===== src/rtl/uart16550_cfifo_if.sv =====
// Register-file / serialiser side bundle for the UART16550 circular FIFO.
// master = producer/consumer logic driving push/pop; slave = the FIFO itself.
interface uart16550_cfifo_if #(
  parameter int DATA_WIDTH = 8,
  parameter int FIFO_DEPTH = 16
);
  localparam int CW = $clog2(FIFO_DEPTH) + 1;

  logic                  rst_i;
  logic                  ena_i;
  logic                  push_i;
  logic                  pop_i;
  logic [DATA_WIDTH-1:0] d_i;
  logic [DATA_WIDTH-1:0] q_o;
  logic [CW-1:0]         level_o;
  logic                  empty_o;
  logic                  full_o;
  logic [CW-1:0]         trigger_lvl_i;
  logic                  trigger_o;
  logic                  error_o;
  logic                  clr_i;
  logic                  overrun_o;
  logic                  underrun_o;

  modport slave (
    input  rst_i, ena_i, push_i, pop_i, d_i, trigger_lvl_i, clr_i,
    output q_o, level_o, empty_o, full_o, trigger_o, error_o, overrun_o, underrun_o
  );

  modport master (
    output rst_i, ena_i, push_i, pop_i, d_i, trigger_lvl_i, clr_i,
    input  q_o, level_o, empty_o, full_o, trigger_o, error_o, overrun_o, underrun_o
  );
endinterface


===== src/rtl/uart16550_cfifo.sv =====
// Circular-buffer FIFO for the UART16550 TX/RX paths: exact fill level,
// error-entry count, programmable trigger, sticky overrun/underrun and a
// 16450 single-entry mode selected by ena_i.
module uart16550_cfifo #(
  parameter int DATA_WIDTH = 8,
  parameter int FIFO_DEPTH = 16,
  parameter int ERR_BITS   = 3
) (
  input  logic              clk_i,
  input  logic              rst_ni,
  uart16550_cfifo_if.slave  f
);
  localparam int AW = $clog2(FIFO_DEPTH);
  localparam int CW = AW + 1;

  logic [DATA_WIDTH-1:0] mem [FIFO_DEPTH];
  logic [AW-1:0]         wptr, rptr;
  logic [CW-1:0]         cnt, err_cnt;
  logic                  overrun_q, underrun_q;
  logic [CW-1:0]         eff_depth;
  logic                  push, pop, err_in, err_out;

  // An entry is "erroneous" when any of its top ERR_BITS bits is set.
  if (ERR_BITS > 0) begin : g_err
    assign err_in  = |f.d_i[DATA_WIDTH-1 -: ERR_BITS];
    assign err_out = |mem[rptr][DATA_WIDTH-1 -: ERR_BITS];
  end else begin : g_noerr
    assign err_in  = 1'b0;
    assign err_out = 1'b0;
  end

  // 16450 mode shrinks the usable depth to one entry; full uses >= so a
  // FIFO left with several entries after a mode drop still refuses pushes.
  assign eff_depth = f.ena_i ? CW'(FIFO_DEPTH) : CW'(1);
  assign f.full_o  = (cnt >= eff_depth);
  assign f.empty_o = (cnt == '0);
  assign pop       = f.pop_i & ~f.empty_o;
  // A push into a full FIFO is fine when the same cycle frees a slot.
  assign push      = f.push_i & (~f.full_o | pop);

  assign f.q_o        = mem[rptr];
  assign f.level_o    = cnt;
  assign f.trigger_o  = (f.trigger_lvl_i != '0) && (cnt >= f.trigger_lvl_i);
  assign f.error_o    = (err_cnt != '0);
  assign f.overrun_o  = overrun_q;
  assign f.underrun_o = underrun_q;

  // Storage array, deliberately without reset.
  always_ff @(posedge clk_i) begin
    if (push && !f.rst_i) mem[wptr] <= f.d_i;
  end

  // Pointers, counters and sticky flags; flush overrides any push/pop.
  always_ff @(posedge clk_i or negedge rst_ni) begin
    if (!rst_ni) begin
      wptr       <= '0;
      rptr       <= '0;
      cnt        <= '0;
      err_cnt    <= '0;
      overrun_q  <= 1'b0;
      underrun_q <= 1'b0;
    end else if (f.rst_i) begin
      wptr       <= '0;
      rptr       <= '0;
      cnt        <= '0;
      err_cnt    <= '0;
      overrun_q  <= 1'b0;
      underrun_q <= 1'b0;
    end else begin
      if (push) wptr <= wptr + 1'b1;
      if (pop)  rptr <= rptr + 1'b1;
      case ({push, pop})
        2'b10:   cnt <= cnt + 1'b1;
        2'b01:   cnt <= cnt - 1'b1;
        default: cnt <= cnt;
      endcase
      case ({push & err_in, pop & err_out})
        2'b10:   err_cnt <= err_cnt + 1'b1;
        2'b01:   err_cnt <= err_cnt - 1'b1;
        default: err_cnt <= err_cnt;
      endcase
      // A new rejection in the clear cycle must not be lost.
      overrun_q  <= (overrun_q  & ~f.clr_i) | (f.push_i & ~push);
      underrun_q <= (underrun_q & ~f.clr_i) | (f.pop_i  & ~pop);
    end
  end
endmodule


===== src/flat_wrapper.sv =====
// flat-port wrapper written by rule: the top's interface ports become plain ports
module uart16550_cfifo_flat 
#(
  parameter int DATA_WIDTH = 8,
  parameter int FIFO_DEPTH = 16,
  parameter int ERR_BITS   = 3
)
  (clk_i, rst_ni, f_rst_i, f_ena_i, f_push_i, f_pop_i, f_d_i, f_trigger_lvl_i, f_clr_i, f_q_o, f_level_o, f_empty_o, f_full_o, f_trigger_o, f_error_o, f_overrun_o, f_underrun_o);
  uart16550_cfifo_if #(.DATA_WIDTH(DATA_WIDTH), .FIFO_DEPTH(FIFO_DEPTH)) f_i ();
  input  logic clk_i;
  input  logic rst_ni;
  input wire logic [$bits(f_i.rst_i)-1:0] f_rst_i;
  input wire logic [$bits(f_i.ena_i)-1:0] f_ena_i;
  input wire logic [$bits(f_i.push_i)-1:0] f_push_i;
  input wire logic [$bits(f_i.pop_i)-1:0] f_pop_i;
  input wire logic [$bits(f_i.d_i)-1:0] f_d_i;
  input wire logic [$bits(f_i.trigger_lvl_i)-1:0] f_trigger_lvl_i;
  input wire logic [$bits(f_i.clr_i)-1:0] f_clr_i;
  output wire logic [$bits(f_i.q_o)-1:0] f_q_o;
  output wire logic [$bits(f_i.level_o)-1:0] f_level_o;
  output wire logic [$bits(f_i.empty_o)-1:0] f_empty_o;
  output wire logic [$bits(f_i.full_o)-1:0] f_full_o;
  output wire logic [$bits(f_i.trigger_o)-1:0] f_trigger_o;
  output wire logic [$bits(f_i.error_o)-1:0] f_error_o;
  output wire logic [$bits(f_i.overrun_o)-1:0] f_overrun_o;
  output wire logic [$bits(f_i.underrun_o)-1:0] f_underrun_o;
  assign f_i.rst_i = f_rst_i;
  assign f_i.ena_i = f_ena_i;
  assign f_i.push_i = f_push_i;
  assign f_i.pop_i = f_pop_i;
  assign f_i.d_i = f_d_i;
  assign f_i.trigger_lvl_i = f_trigger_lvl_i;
  assign f_i.clr_i = f_clr_i;
  assign f_q_o = f_i.q_o;
  assign f_level_o = f_i.level_o;
  assign f_empty_o = f_i.empty_o;
  assign f_full_o = f_i.full_o;
  assign f_trigger_o = f_i.trigger_o;
  assign f_error_o = f_i.error_o;
  assign f_overrun_o = f_i.overrun_o;
  assign f_underrun_o = f_i.underrun_o;
  uart16550_cfifo #(.DATA_WIDTH(DATA_WIDTH), .FIFO_DEPTH(FIFO_DEPTH), .ERR_BITS(ERR_BITS)) u_core (.clk_i(clk_i), .rst_ni(rst_ni), .f(f_i));
endmodule

===== config.mk =====
export PLATFORM = sky130hd
export DESIGN_NAME = uart16550_cfifo_flat
export DESIGN_NICKNAME = d
export VERILOG_FILES = /design/src/rtl/uart16550_cfifo_if.sv /design/src/rtl/uart16550_cfifo.sv /design/src/flat_wrapper.sv
export SDC_FILE = /design/constraint.sdc
export NUM_CORES = 1
export LEC_CHECK = 0
export ABC_AREA = 1
export CORE_MARGIN = 10
export CORE_UTILIZATION = 64
export DETAILED_ROUTE_END_ITERATION = 8
export GPL_ROUTABILITY_DRIVEN = 0
export PLACE_DENSITY = 0.9
export SYNTH_ARGS = -nofsm -noshare
export SYNTH_HDL_FRONTEND = slang
export SYNTH_SLANG_ARGS = --single-unit

===== constraint.sdc =====
create_clock -name clk_i -period 4 [get_ports clk_i]
set_input_delay 0.8 -clock clk_i [delete_from_list [all_inputs] [get_ports clk_i]]
set_output_delay 0.8 -clock clk_i [all_outputs]
set_load 0.03 [all_outputs]

Word-level counts from Yosys, hierarchy flattened

Memory sizes are Yosys's and may differ from the RTL's.
Cells that the tools add are included.

Memories: 1
RAM bits: 128
Bits in registers: 20
Word-level logic and storage cells: 60
Bits of input ports: 20

Memory list:

| name       | words | bits a word | rd ports | clocked after memory_dff | write ports | line                  | RTL |
|---|---|---|---|---|---|---|---|
| u_core.mem | 16    | 8           | 1        | 0                        | 1           | uart16550_cfifo.sv:16 | `logic [DATA_WIDTH-1:0] mem [FIFO_DEPTH];` |

Add/sub/neg operators: 6
Eq/ne operators: 4
Multiplexer cells: 13
Reduce and logical (&&, ||, !) cells: 12
$lt $le $gt $ge: 2
Bitwise operators: 16

Operators with widths:

| operator            | number |
|---|---|
| $pmux 5 s2          | 2 |
| $mux 4              | 4 |
| $mux 5              | 3 |
| $add 5x1->5 const B | 2 |
| $ge 5x5->1          | 2 |
| $reduce_bool 5->1   | 2 |
| $sub 5x1->5 const B | 2 |
| $add 4x1->4 const B | 2 |
| $and 1x1->1         | 8 |
| $reduce_bool 3->1   | 2 |
| $reduce_or 3->1     | 2 |
| $logic_not 5->1     | 1 |
| $not 1->1           | 5 |
| $eq 2x1->1 const B  | 2 |
| $eq 2x2->1 const B  | 2 |
| $mux 1              | 4 |
| $reduce_bool 2->1   | 2 |
| $or 1x1->1          | 3 |
| $logic_and 1x1->1   | 2 |
| $logic_not 1->1     | 1 |

Longest topological paths before layout

Gate-level depths: netlist of the first run.

Depth after elaboration: 9
Depth in mapped cells: 19
Gate-level depth less buffers: 19

Worst setup path before layout of the first run

Ideal clock, no wire load.

Kind: in2reg
From: in f_ena_i
To: reg u_core.err_cnt[4]
Slack: 1048 ps
Data arrival time: 2835 ps
Cell stages on the path: 16
Path through: inv_1 -> ha_1 -> inv_1 -> nand4_1 -> a21o_1 -> a21oi_2 -> nand2_1 -> nand3_2 -> inv_2 -> ha_1 -> inv_1 -> o21bai_1 -> a31oi_1 -> nand3_1 -> nand3_1 -> nand2_1

Longest elaborated chain between the ends: 9
Elaborated cells on any way between the ends: 11

RTL lines:

| item                                            | line                  | RTL |
|---|---|---|
| start, declared                                 | flat_wrapper.sv:13    | `input wire logic [$bits(f_i.ena_i)-1:0] f_ena_i;` |
| $mux 5 *                                        | uart16550_cfifo.sv:34 | `assign eff_depth = f.ena_i ? CW'(FIFO_DEPTH) : CW'(1);` |
| $ge 5x5->1 *                                    | uart16550_cfifo.sv:35 | `assign f.full_o = (cnt >= eff_depth);` |
| via f_full_o                                    | flat_wrapper.sv:22    | `output wire logic [$bits(f_i.full_o)-1:0] f_full_o;` |
| $not 1->1 *                                     | uart16550_cfifo.sv:39 | `assign push = f.push_i & (~f.full_o \| pop);` |
| $or 1x1->1 *                                    | uart16550_cfifo.sv:39 |  |
| $and 1x1->1 *                                   | uart16550_cfifo.sv:39 |  |
| $and 1x1->1 *                                   | uart16550_cfifo.sv:77 | `case ({push & err_in, pop & err_out})` |
| $eq 2x1->1 / $eq 2x2->1 (equally long branches) | uart16550_cfifo.sv:77 |  |
| $pmux 5 s2                                      | uart16550_cfifo.sv:77 |  |
| $mux 5                                          | uart16550_cfifo.sv:62 | `end else if (f.rst_i) begin` |
| end signal, assigned                            | uart16550_cfifo.sv:78 | `2'b10: err_cnt <= err_cnt + 1'b1;` |
| end signal, assigned                            | uart16550_cfifo.sv:79 | `2'b01: err_cnt <= err_cnt - 1'b1;` |
| end signal, assigned                            | uart16550_cfifo.sv:80 | `default: err_cnt <= err_cnt;` |
| end, declared                                   | uart16550_cfifo.sv:18 | `logic [CW-1:0] cnt, err_cnt;` |

The timed path passes the listed nets; every way through them passes the cells marked *.
A chain may end at the register's enable or synchronous reset.

Worst setup path after layout of the first run

From: reg u_core.rptr[0]
To: out f_q_o[3]

Longest elaborated chain between the ends: 1

RTL lines:

| item                   | line                  | RTL |
|---|---|---|
| start, declared        | uart16550_cfifo.sv:17 | `logic [AW-1:0] wptr, rptr;` |
| start signal, assigned | uart16550_cfifo.sv:71 | `if (pop) rptr <= rptr + 1'b1;` |
| $mem_v2 16x8           | --                    |  |
| end, declared          | flat_wrapper.sv:19    | `output wire logic [$bits(f_i.q_o)-1:0] f_q_o;` |

No other way between the ends.

==> impl_metrics.tcl, run 1 <==
set metrics [dict create \
    crit_path_class "flip-flop to output port" \
    final_period_minus_worst_setup_slack_ns 3.74 \
    post_cts_resize_count 0 \
    timing.final.hold_violations 0 \
    detailroute.via_count 5097 \
    fmaxAchievable_ghz 0.267 \
    leakage_nw 3.06 \
    grt_antenna_before_repair 0 \
    cts_max_level 4 \
    drc 0 \
    detailedRoute.firstPassIterationCount 6 \
    synthesis.instances 592 \
    worst-slew-pin-transition_ns 0.990 \
    crit_path_end_kind "output port" \
    maxSlewViolCount 0 \
    finalNetCount 690 \
    design.core.area_sq_um 9910 \
    largest_fanout_on_the_critical_path 67 \
    async_reset_ff_share_pct 13.5 \
    rr_startpoint "u_core.rptr[0]$_DFFE_PN0P_" \
    final_min_period_over_clock_period_pct 93.5 \
    synth_area_leader_cell "edfxtp_1" \
    die_width_microns 121 \
    post-route-cell-area_sq_um 7840 \
    place_hpwl_microns 10000 \
    globalRouteOverflowTotal 0 \
    layout-area-overhead-vs-synth_pct 19.3 \
    totalWireLength_microns 17100 \
    clockRootBuffer "clkbuf_8" \
    avgRoutedWirePerCell_microns 21.4 \
    port_buffers 38 \
    drtAntennaViolNets 0 \
    library_cells_used_by_synthesis 32 \
    average_footprint_of_a_synthesized_cell_sq_um 11.1 \
    final_critical_path_setup_slack_ns 0.258 \
    grt_start_max_net_pins 68 \
    yosys-top-cells-area "edfxtp_1 (58%), dfrtp_1 (7.6%), nand2_1 (5.1%)" \
    design.portCount 39 \
    cts.path.max_buffers 2 \
    floorplan.initialDensity_pct 66.3 \
    timing.final.setup_violations 0 \
    layout.cells.most_common "edfxtp_1" \
    detailedRoute.firstIterationViolations 833 \
    hold_wc_path_type "flip-flop to flip-flop" \
    placed_cell_area_sq_um 7220 \
    number_of_setup_buffers_added_after_cts 0 \
    hold_slack_ns 0.539 \
    max-vdd-ir-drop_v 0.000602 \
    yosys_most_used_dff "edfxtp_1" \
    detail_route.vias_per_cell 6.40 \
    clock_insertion_delay_worst_skew_ns 0.54 \
    mostFrequentLayoutCells "edfxtp_1 (128), nand2_1 (90), nor2_1 (76)" \
    globalRouteTotalUtil_pct 23.7 \
    worst_setup_path_startpoint "u_core.rptr[0]$_DFFE_PN0P_" \
    cts.reportedPaths.clkPinSlew_ns 0.06 \
    worst_hold_startpoint "u_core.err_cnt[2]$_DFFE_PN0P_" \
    total_die_area_sq_um 14700 \
    yosys_warnings 0 \
    synth_enable_flop_cells 128 \
    clock_skew_ns 0.00757 \
    pwr_density_cell_nw_per_um2 658 \
    synth_area_sq_um 6570 \
    postSynthNetCount 632 \
    reg2reg_setup_slack_ns 0.73 \
    detailedPlace.worstSlack_ns 0.397 \
    layout-drive-gt1-share_pct 11.8 \
    fp.dieH_microns 121 \
    run_status "complete, no violations" \
    ctsHoldBuffers 0 \
    grt_pass1_wl_microns 27000 \
    cts_made_buffers 17 \
    tritoncts "built" \
    postSynthRegisterBits 148 \
    insertedDiodeCount 0 \
    tritoncts_num_sinks 148 \
    vias_in_the_first_global_route 5061 \
    timing.critical_path.from_type "flip-flop" \
    synth.top_cell.area_share_pct 58.5 \
    synth-seq-area-share_pct 66.1 \
    rsz0062_at_grt "no" \
    maxSlewHeadroom_pct 33.8 \
    endpoint_arrival_time_on_the_critical_path_ns 2.94 \
    max_cap_viol_count 0 \
    critPathRequiredTime_ns 3.20 \
    row_count 36 \
    tns_ns 0 \
]
## cell usage after synthesis (all sizes together) (13+ instances only)
master / instances
ha: 18
dfrtp: 20
o21ai: 63
nand3: 44
a21oi: 14
clkbuf: 18
o221ai: 13
edfxtp: 128
inv: 59
nand2: 90
nor2: 76
## registers in the layout, summed over array words and instances, names as in the netlist
register	flops
u_core.err_cnt	5
u_core.f.level_o	5
u_core.f.overrun_o	1
u_core.f.underrun_o	1
u_core.mem	128
u_core.rptr	4
u_core.wptr	4
## cell type report
cell class	instances	area, sq um
Clock inverter	15	213
Inverter	59	221
Sequential cell	148	4350
Multi-Input combinational cell	360	1890
Timing Repair Buffer	64	588
Tap cell	133	166
Fill cell	534	2070
Clock buffer	17	414
## cells by family (layout without fill, tap and decap cells)
kind of cell | after synthesis | count (layout) | share of synthesized area [%]
buf+inv | 84 | 155 | 5.06
fa+ha+maj | 20 | 20 | 4.04
simple gates | 222 | 222 | 14.0
compound gates | 114 | 114 | 10.3
xor+xnor | 4 | 4 | 0.533
flops | 148 | 148 | 66.1
## final timing paths
kind	to	cells after the start
max in group asynchronous	u_core.rptr[0]$_DFFE_PN0P_	1
worst max register to register	u_core.err_cnt[4]$_DFFE_PN0P_	18
worst min-delay path	u_core.err_cnt[2]$_DFFE_PN0P_	2
worst max-delay path	f_q_o[3]	6
worst min register to register	u_core.err_cnt[2]$_DFFE_PN0P_	2
min in group asynchronous	u_core.err_cnt[0]$_DFFE_PN0P_	1
## worst max-delay path: stages (launching register included)
cell and delay (ns):
dfrtp_2 0.37, buf_4 0.55, o21ai_0 0.22, o221ai_1 0.26
o211ai_1 0.17, nand2_1 0.12, clkdlybuf4s50_1 0.68
## where the power goes
part | leakage (nW) | switching (W) | internal [W]
combinational | 1.34 | 0.00109 | 0.000556
sequential | 1.42 | 0.0000736 | 0.00176
clock | 0.307 | 0.000617 | 0.00107
total | 3.06 | 0.00178 | 0.00338
## stage by stage
stage / util [%] / power [W] / std cells
6_report: 79.1 / 0.00516 / 796
5_1_grt: 79.1 / 0.00538 / 796
4_1_cts: 79.1 / 0.00514 / 796
3_5_place_dp: 72.8 / 0.00344 / 764
3_3_place_gp: 72.8 / 0.00336 / 764
2_1_floorplan: - / 0.00290 / 592
## metal layers
layer	track usage, %	wire (microns)	part of all wire (%)	up-vias
li1	-	-	-	2201
met1	27.7	5950	35	2411
met2	39.8	8530	50	414
met3	7.40	1960	11	71
met4	9.61	616	3.6	0
met5	0	0	0	-
No activity file was read; power rests on OpenSTA's default activity.
==> inputs of run 2 (changes only) <==
--- a/config.mk
+++ b/config.mk
@@ -7,10 +7,11 @@
 export LEC_CHECK = 0
 export ABC_AREA = 1
 export CORE_MARGIN = 10
-export CORE_UTILIZATION = 64
+export CORE_UTILIZATION = 66
+export CTS_BUF_LIST = sky130_fd_sc_hd__clkbuf_4
 export DETAILED_ROUTE_END_ITERATION = 8
 export GPL_ROUTABILITY_DRIVEN = 0
-export PLACE_DENSITY = 0.9
+export PLACE_DENSITY = 0.92
 export SYNTH_ARGS = -nofsm -noshare
 export SYNTH_HDL_FRONTEND = slang
 export SYNTH_SLANG_ARGS = --single-unit
==> run 2 against run 1 <==
- register-to-register slack better by 0.05 ns
- maximum frequency fell by 2.2%
- worst setup slack got worse by 0.084 ns
- cell count increased by 0.13%
- sequential cell count unchanged
- sequential power is essentially flat
- hold slack gained 0.021 ns
- routed wire length is 4.9% lower
- non-clock buffer count grew 1
- global-route usage decreased by 0.77 points
- largest cell class unchanged
- highest routed layer unchanged
==> impl_metrics.tcl, run 2 (synthesis gave the netlist of run 1 again) <==
set metrics [dict create \
    largest_fanout_on_the_critical_path 40 \
    clock_skew_ns 0.0173 \
    cellInternalPower_w 0.00290 \
    worst_setup_path_startpoint "u_core.rptr[0]$_DFFE_PN0P_" \
    clockRootBuffer "clkbuf_4" \
    post_cts_resize_count 0 \
    clock_insertion_delay_worst_skew_ns 0.56 \
    ctsHoldBuffers 0 \
    fmaxAchievable_ghz 0.261 \
    registers.top_by_ff_count "u_core.mem" \
    globalRouteTotalUtil_pct 22.9 \
    max_cap_viol_count 0 \
    timing.critical_path.cells "inv_2 > buf_12 > o21ai_0 > o221ai_1 > o211ai_1 > nand2_1 > clkdlybuf4s50_1" \
    power_switching_w 0.00164 \
    reg2reg_setup_slack_ns 0.78 \
    critPathRequiredTime_ns 3.20 \
    max-vdd-ir-drop_v 0.000533 \
    post-layout-total-power_w 0.00454 \
    cts_made_buffers 17 \
    whs_path_depth 2 \
    row_count 36 \
    max_stage_delay_ns 0.69 \
    tritoncts "built" \
    power.switching_fraction_pct 36.2 \
    design.core.area_sq_um 9730 \
    timing.critical_path.from_type "flip-flop" \
    floorplan.initialDensity_pct 67.5 \
    detail_route.vias_per_cell 6.19 \
    maxSlewHeadroom_pct 37.9 \
    detailedRoute.firstPassIterationCount 5 \
    critical_path.slowest_cell "clkdlybuf4s50_1" \
    fp.dieH_microns 120 \
    drtAntennaViolNets 0 \
    insertedDiodeCount 0 \
    mostFrequentLayoutCells "edfxtp_1 (128), nand2_1 (90), nor2_1 (76)" \
    detailroute.via_count 4935 \
    tns_ns 0 \
    drc 0 \
    port_buffers 38 \
    clock_power_share_pct 24.3 \
    cts.path.max_buffers 2 \
    globalRouteOverflowTotal 0 \
    power.share.combinational_pct 35.5 \
    layout-area-overhead-vs-synth_pct 15.2 \
    grt_start_max_net_pins 68 \
    crit_path_class "flip-flop to output port" \
    finalNetCount 691 \
    cts_max_level 4 \
    crit_path_end_kind "output port" \
    final_min_period_over_clock_period_pct 95.7 \
    pwr_density_cell_nw_per_um2 600 \
    final_period_minus_worst_setup_slack_ns 3.83 \
    rr_startpoint "u_core.rptr[0]$_DFFE_PN0P_" \
    worst_hold_startpoint "u_core.f.underrun_o$_DFF_PN0_" \
    endpoint_arrival_time_on_the_critical_path_ns 3.03 \
    number_of_setup_buffers_added_after_cts 0 \
    place_hpwl_microns 10100 \
    timing.final.setup_violations 0 \
    hold_end "u_core.f.underrun_o$_DFF_PN0_" \
    timing.final.hold_violations 0 \
    layout-drive-gt1-share_pct 11.7 \
    tritoncts_num_sinks 148 \
    vias_in_the_first_global_route 5049 \
    maxSlewViolCount 0 \
    worst-slew-pin-transition_ns 0.928 \
    leakage_nw 2.95 \
    detailedRoute.firstIterationViolations 609 \
    die_width_microns 120 \
    cts.reportedPaths.clkPinSlew_ns 0.12 \
    run_status "complete, no violations" \
    totalWireLength_microns 16200 \
    power_frac_seq_pct 40.3 \
    worstReg2RegEnd "u_core.err_cnt[4]$_DFFE_PN0P_" \
    hold_wc_path_type "flip-flop to flip-flop" \
    grt_antenna_before_repair 0 \
    layout.cells.most_common "edfxtp_1" \
    rsz0062_at_grt "no" \
    total_die_area_sq_um 14300 \
    design.portCount 39 \
    avgRoutedWirePerCell_microns 20.4 \
    grt_pass1_wl_microns 25700 \
    timing.reg2reg.worst_path_depth 19 \
    largest_reg_flops 128 \
]
## run 2: worst max-delay path by stage
stage / endpoint / slack [ns]
after floorplan: u_core.err_cnt[4]$_DFFE_PN0P_ / 1.05
after global placement: f_trigger_o / 0.49
after detailed placement: u_core.err_cnt[4]$_DFFE_PN0P_ / 0.39
after CTS: f_q_o[3] / 0.17
after global routing: f_q_o[1] / 0.02
final: f_q_o[1] / 0.17
## run 2: power groups by stage
stage          Combinational (W)  Sequential (W)  Clock (W)
2_1_floorplan            0.00101         0.00190          0
3_3_place_gp             0.00150         0.00185          0
3_5_place_dp             0.00158         0.00186          0
4_1_cts                  0.00160         0.00183    0.00110
5_1_grt                  0.00175         0.00184    0.00116
6_report                 0.00161         0.00183    0.00110
## run 2: per-stage QoR
stage	hold slack, ns	utilization, %	std cells	setup WS [ns]	area (sq um)
floorplan	0.486	-	592	1.05	6570
global placement	0.516	74.2	765	0.490	7220
detailed placement	0.526	74.2	765	0.393	7220
CTS	0.554	77.8	797	0.174	7570
global route	0.581	77.8	797	0.0182	7570
finish	0.560	77.8	797	0.174	7570
## run 2: routing by layer
layer	routed length (microns)	vias to the layer above	track usage, %
li1	-	2201	-
met3	1670	70	7.92
met4	767	0	13.7
met1	5740	2345	25.2
met5	0	-	0
met2	8050	319	38.0
## run 2: cell type report
class / count / area, sq um
Clock inverter: 10 / 180
Fill cell: 568 / 2160
Tap cell: 133 / 166
Sequential cell: 148 / 4350
Timing Repair Buffer: 65 / 596
Inverter: 59 / 221
Multi-Input combinational cell: 360 / 1890
Clock buffer: 22 / 165
## run 2: critical path, delay by kind of cell (launching register included)
kind	cells	cell delay, ns
AO/OA/AOI/OAI	3	0.59
AND/OR/NAND/NOR	1	0.10
buffers and inverters	3	1.33
flip-flops	1	0.43
==> inputs of run 3 (changes only) <==
--- a/config.mk
+++ b/config.mk
@@ -12,6 +12,7 @@
 export DETAILED_ROUTE_END_ITERATION = 8
 export GPL_ROUTABILITY_DRIVEN = 0
 export PLACE_DENSITY = 0.92
+export SETUP_SLACK_MARGIN = 0.05
 export SYNTH_ARGS = -nofsm -noshare
 export SYNTH_HDL_FRONTEND = slang
 export SYNTH_SLANG_ARGS = --single-unit
==> run 3 against run 2 <==
- cell count unchanged
- combinational power about the same
- clock power barely moved
- count of clock-buffer cells in the layout is the same
- register-to-register slack improved by 0.06 ns
- clock skew fell by 0.0051 ns
- sequential share of layout area barely moved
- sequential power barely moved
==> impl_metrics.tcl, run 3 (synthesis gave the netlist of run 1 again) <==
set metrics [dict create \
    grt_pass1_wl_microns 25700 \
    max_stage_delay_ns 0.69 \
    leakage_nw 2.95 \
    layout-area-overhead-vs-synth_pct 15.2 \
    port_buffers 38 \
    endpoint_arrival_time_on_the_critical_path_ns 2.99 \
    clock_skew_ns 0.0121 \
    die_width_microns 120 \
    worst_setup_path_startpoint "u_core.rptr[0]$_DFFE_PN0P_" \
    totalWireLength_microns 16100 \
    avgRoutedWirePerCell_microns 20.2 \
    floorplan.initialDensity_pct 67.5 \
    run_status "complete, no violations" \
    fillers 568 \
    globalRouteOverflowTotal 0 \
    clock_insertion_delay_worst_skew_ns 0.56 \
    cts_made_buffers 17 \
    tritoncts_num_sinks 148 \
    worst-slew-pin-transition_ns 0.935 \
    rsz0062_at_grt "no" \
    critical_path.slowest_cell "clkdlybuf4s50_1" \
    registers.top_by_ff_count "u_core.mem" \
    timing.critical_path.cells "buf_4 > o21ai_0 > o221ai_1 > o211ai_1 > nand2_1 > clkdlybuf4s50_1" \
    detailedRoute.firstIterationViolations 627 \
    hold_wc_path_type "flip-flop to flip-flop" \
    final_period_minus_worst_setup_slack_ns 3.79 \
    number_of_setup_buffers_added_after_cts 0 \
    pwr_density_cell_nw_per_um2 599 \
    tns_ns 0 \
    final_min_period_over_clock_period_pct 94.7 \
    placed_cells_incl_taps 765 \
    vias_in_the_first_global_route 5049 \
    largest_reg_flops 128 \
    timing.final.setup_violations 0 \
    timing.final.hold_violations 0 \
    place_hpwl_microns 10100 \
    drtAntennaViolNets 0 \
    grt_antenna_before_repair 0 \
    final-instance-count-excl-fill 797 \
    row_count 36 \
    finalNetCount 691 \
    fp.dieH_microns 120 \
    detailroute.via_count 4935 \
    crit_path_end_kind "output port" \
    clockRootBuffer "clkbuf_4" \
    maxSlewViolCount 0 \
    design.portCount 39 \
    worst_hold_startpoint "u_core.f.underrun_o$_DFF_PN0_" \
    crit_path_class "flip-flop to output port" \
    critPathRequiredTime_ns 3.20 \
    globalRouteTotalUtil_pct 22.9 \
    rr_startpoint "u_core.rptr[0]$_DFFE_PN0P_" \
    cts.path.max_buffers 2 \
    tritoncts "built" \
    mostFrequentLayoutCells "edfxtp_1 (128), nand2_1 (90), nor2_1 (76)" \
    total_die_area_sq_um 14300 \
    max_cap_viol_count 0 \
    detail_route.vias_per_cell 6.19 \
    insertedDiodeCount 0 \
    layout-drive-gt1-share_pct 11.7 \
    detailedRoute.firstPassIterationCount 5 \
    grt_start_max_net_pins 68 \
    design.core.area_sq_um 9730 \
    maxSlewHeadroom_pct 37.4 \
    layout.cells.most_common "edfxtp_1" \
    timing.critical_path.from_type "flip-flop" \
    cts_max_level 4 \
    finish.utilization_pct 77.8 \
    largest_fanout_on_the_critical_path 67 \
    max-vdd-ir-drop_v 0.000532 \
    drc 0 \
    fmaxAchievable_ghz 0.264 \
    cts.reportedPaths.clkPinSlew_ns 0.12 \
]
[run 3: per-stage QoR]
step	hold slack (ns)	total power (W)	instance area [sq um]	setup WS (ns)
3_3_place_gp	0.516	0.00335	7220	0.490
3_5_place_dp	0.526	0.00344	7220	0.393
2_1_floorplan	0.486	0.00290	6570	1.05
5_1_grt	0.581	0.00475	7570	0.0898
4_1_cts	0.554	0.00453	7570	0.174
6_report	0.560	0.00454	7570	0.211
[run 3: final cells by class]
class / count / area, sq um / share of cell area [%]
well taps: 133 / 166 / 2.20
flip-flops and latches: 148 / 4350 / 57.4
repair buffers: 65 / 596 / 7.87
inverters: 59 / 223 / 2.94
clock buffers: 22 / 165 / 2.18
multi-input cells: 360 / 1890 / 25.0
clock inverters: 10 / 180 / 2.38
[run 3: worst paths after layout]
kind	to	slack (ns)	cells after the start
setup / recovery	f_q_o[1]	0.21	6
hold / removal	u_core.f.underrun_o$_DFF_PN0_	0.56	2
setup reg to reg	u_core.err_cnt[4]$_DFFE_PN0P_	0.84	18
hold reg to reg	u_core.f.underrun_o$_DFF_PN0_	0.56	2
max in group asynchronous	u_core.rptr[0]$_DFFE_PN0P_	2.62	1
min in group asynchronous	u_core.wptr[0]$_DFFE_PN0P_	0.75	1
[run 3: power breakdown]
part	internal (W)	switching (W)	total (W)
Combinational	0.000553	0.00106	0.00161
Sequential	0.00176	0.0000724	0.00183
Clock	0.000591	0.000509	0.00110
[run 3: critical path, delay by kind of cell (launching register included)]
family | cells | cell delay [ns]
buffers and inverters | 2 | 1.23
AO/OA/AOI/OAI | 3 | 0.65
flip-flops | 1 | 0.39
AND/OR/NAND/NOR | 1 | 0.10
[run 3: per-layer routing]
layer	wire (microns)	share of wire, %	global-route usage, %
met5	0	0	0
met4	751	4.7	13.7
met3	1710	11	7.92
met2	8060	50	38.0
met1	5620	35	25.2
[run 3: repair_timing]
item                                    4_1_cts  5_1_grt
endpoints found under the setup margin        0        2
endpoints found under the hold margin         0        0
hold buffers                                  0        0
gates resized for setup                       0        1
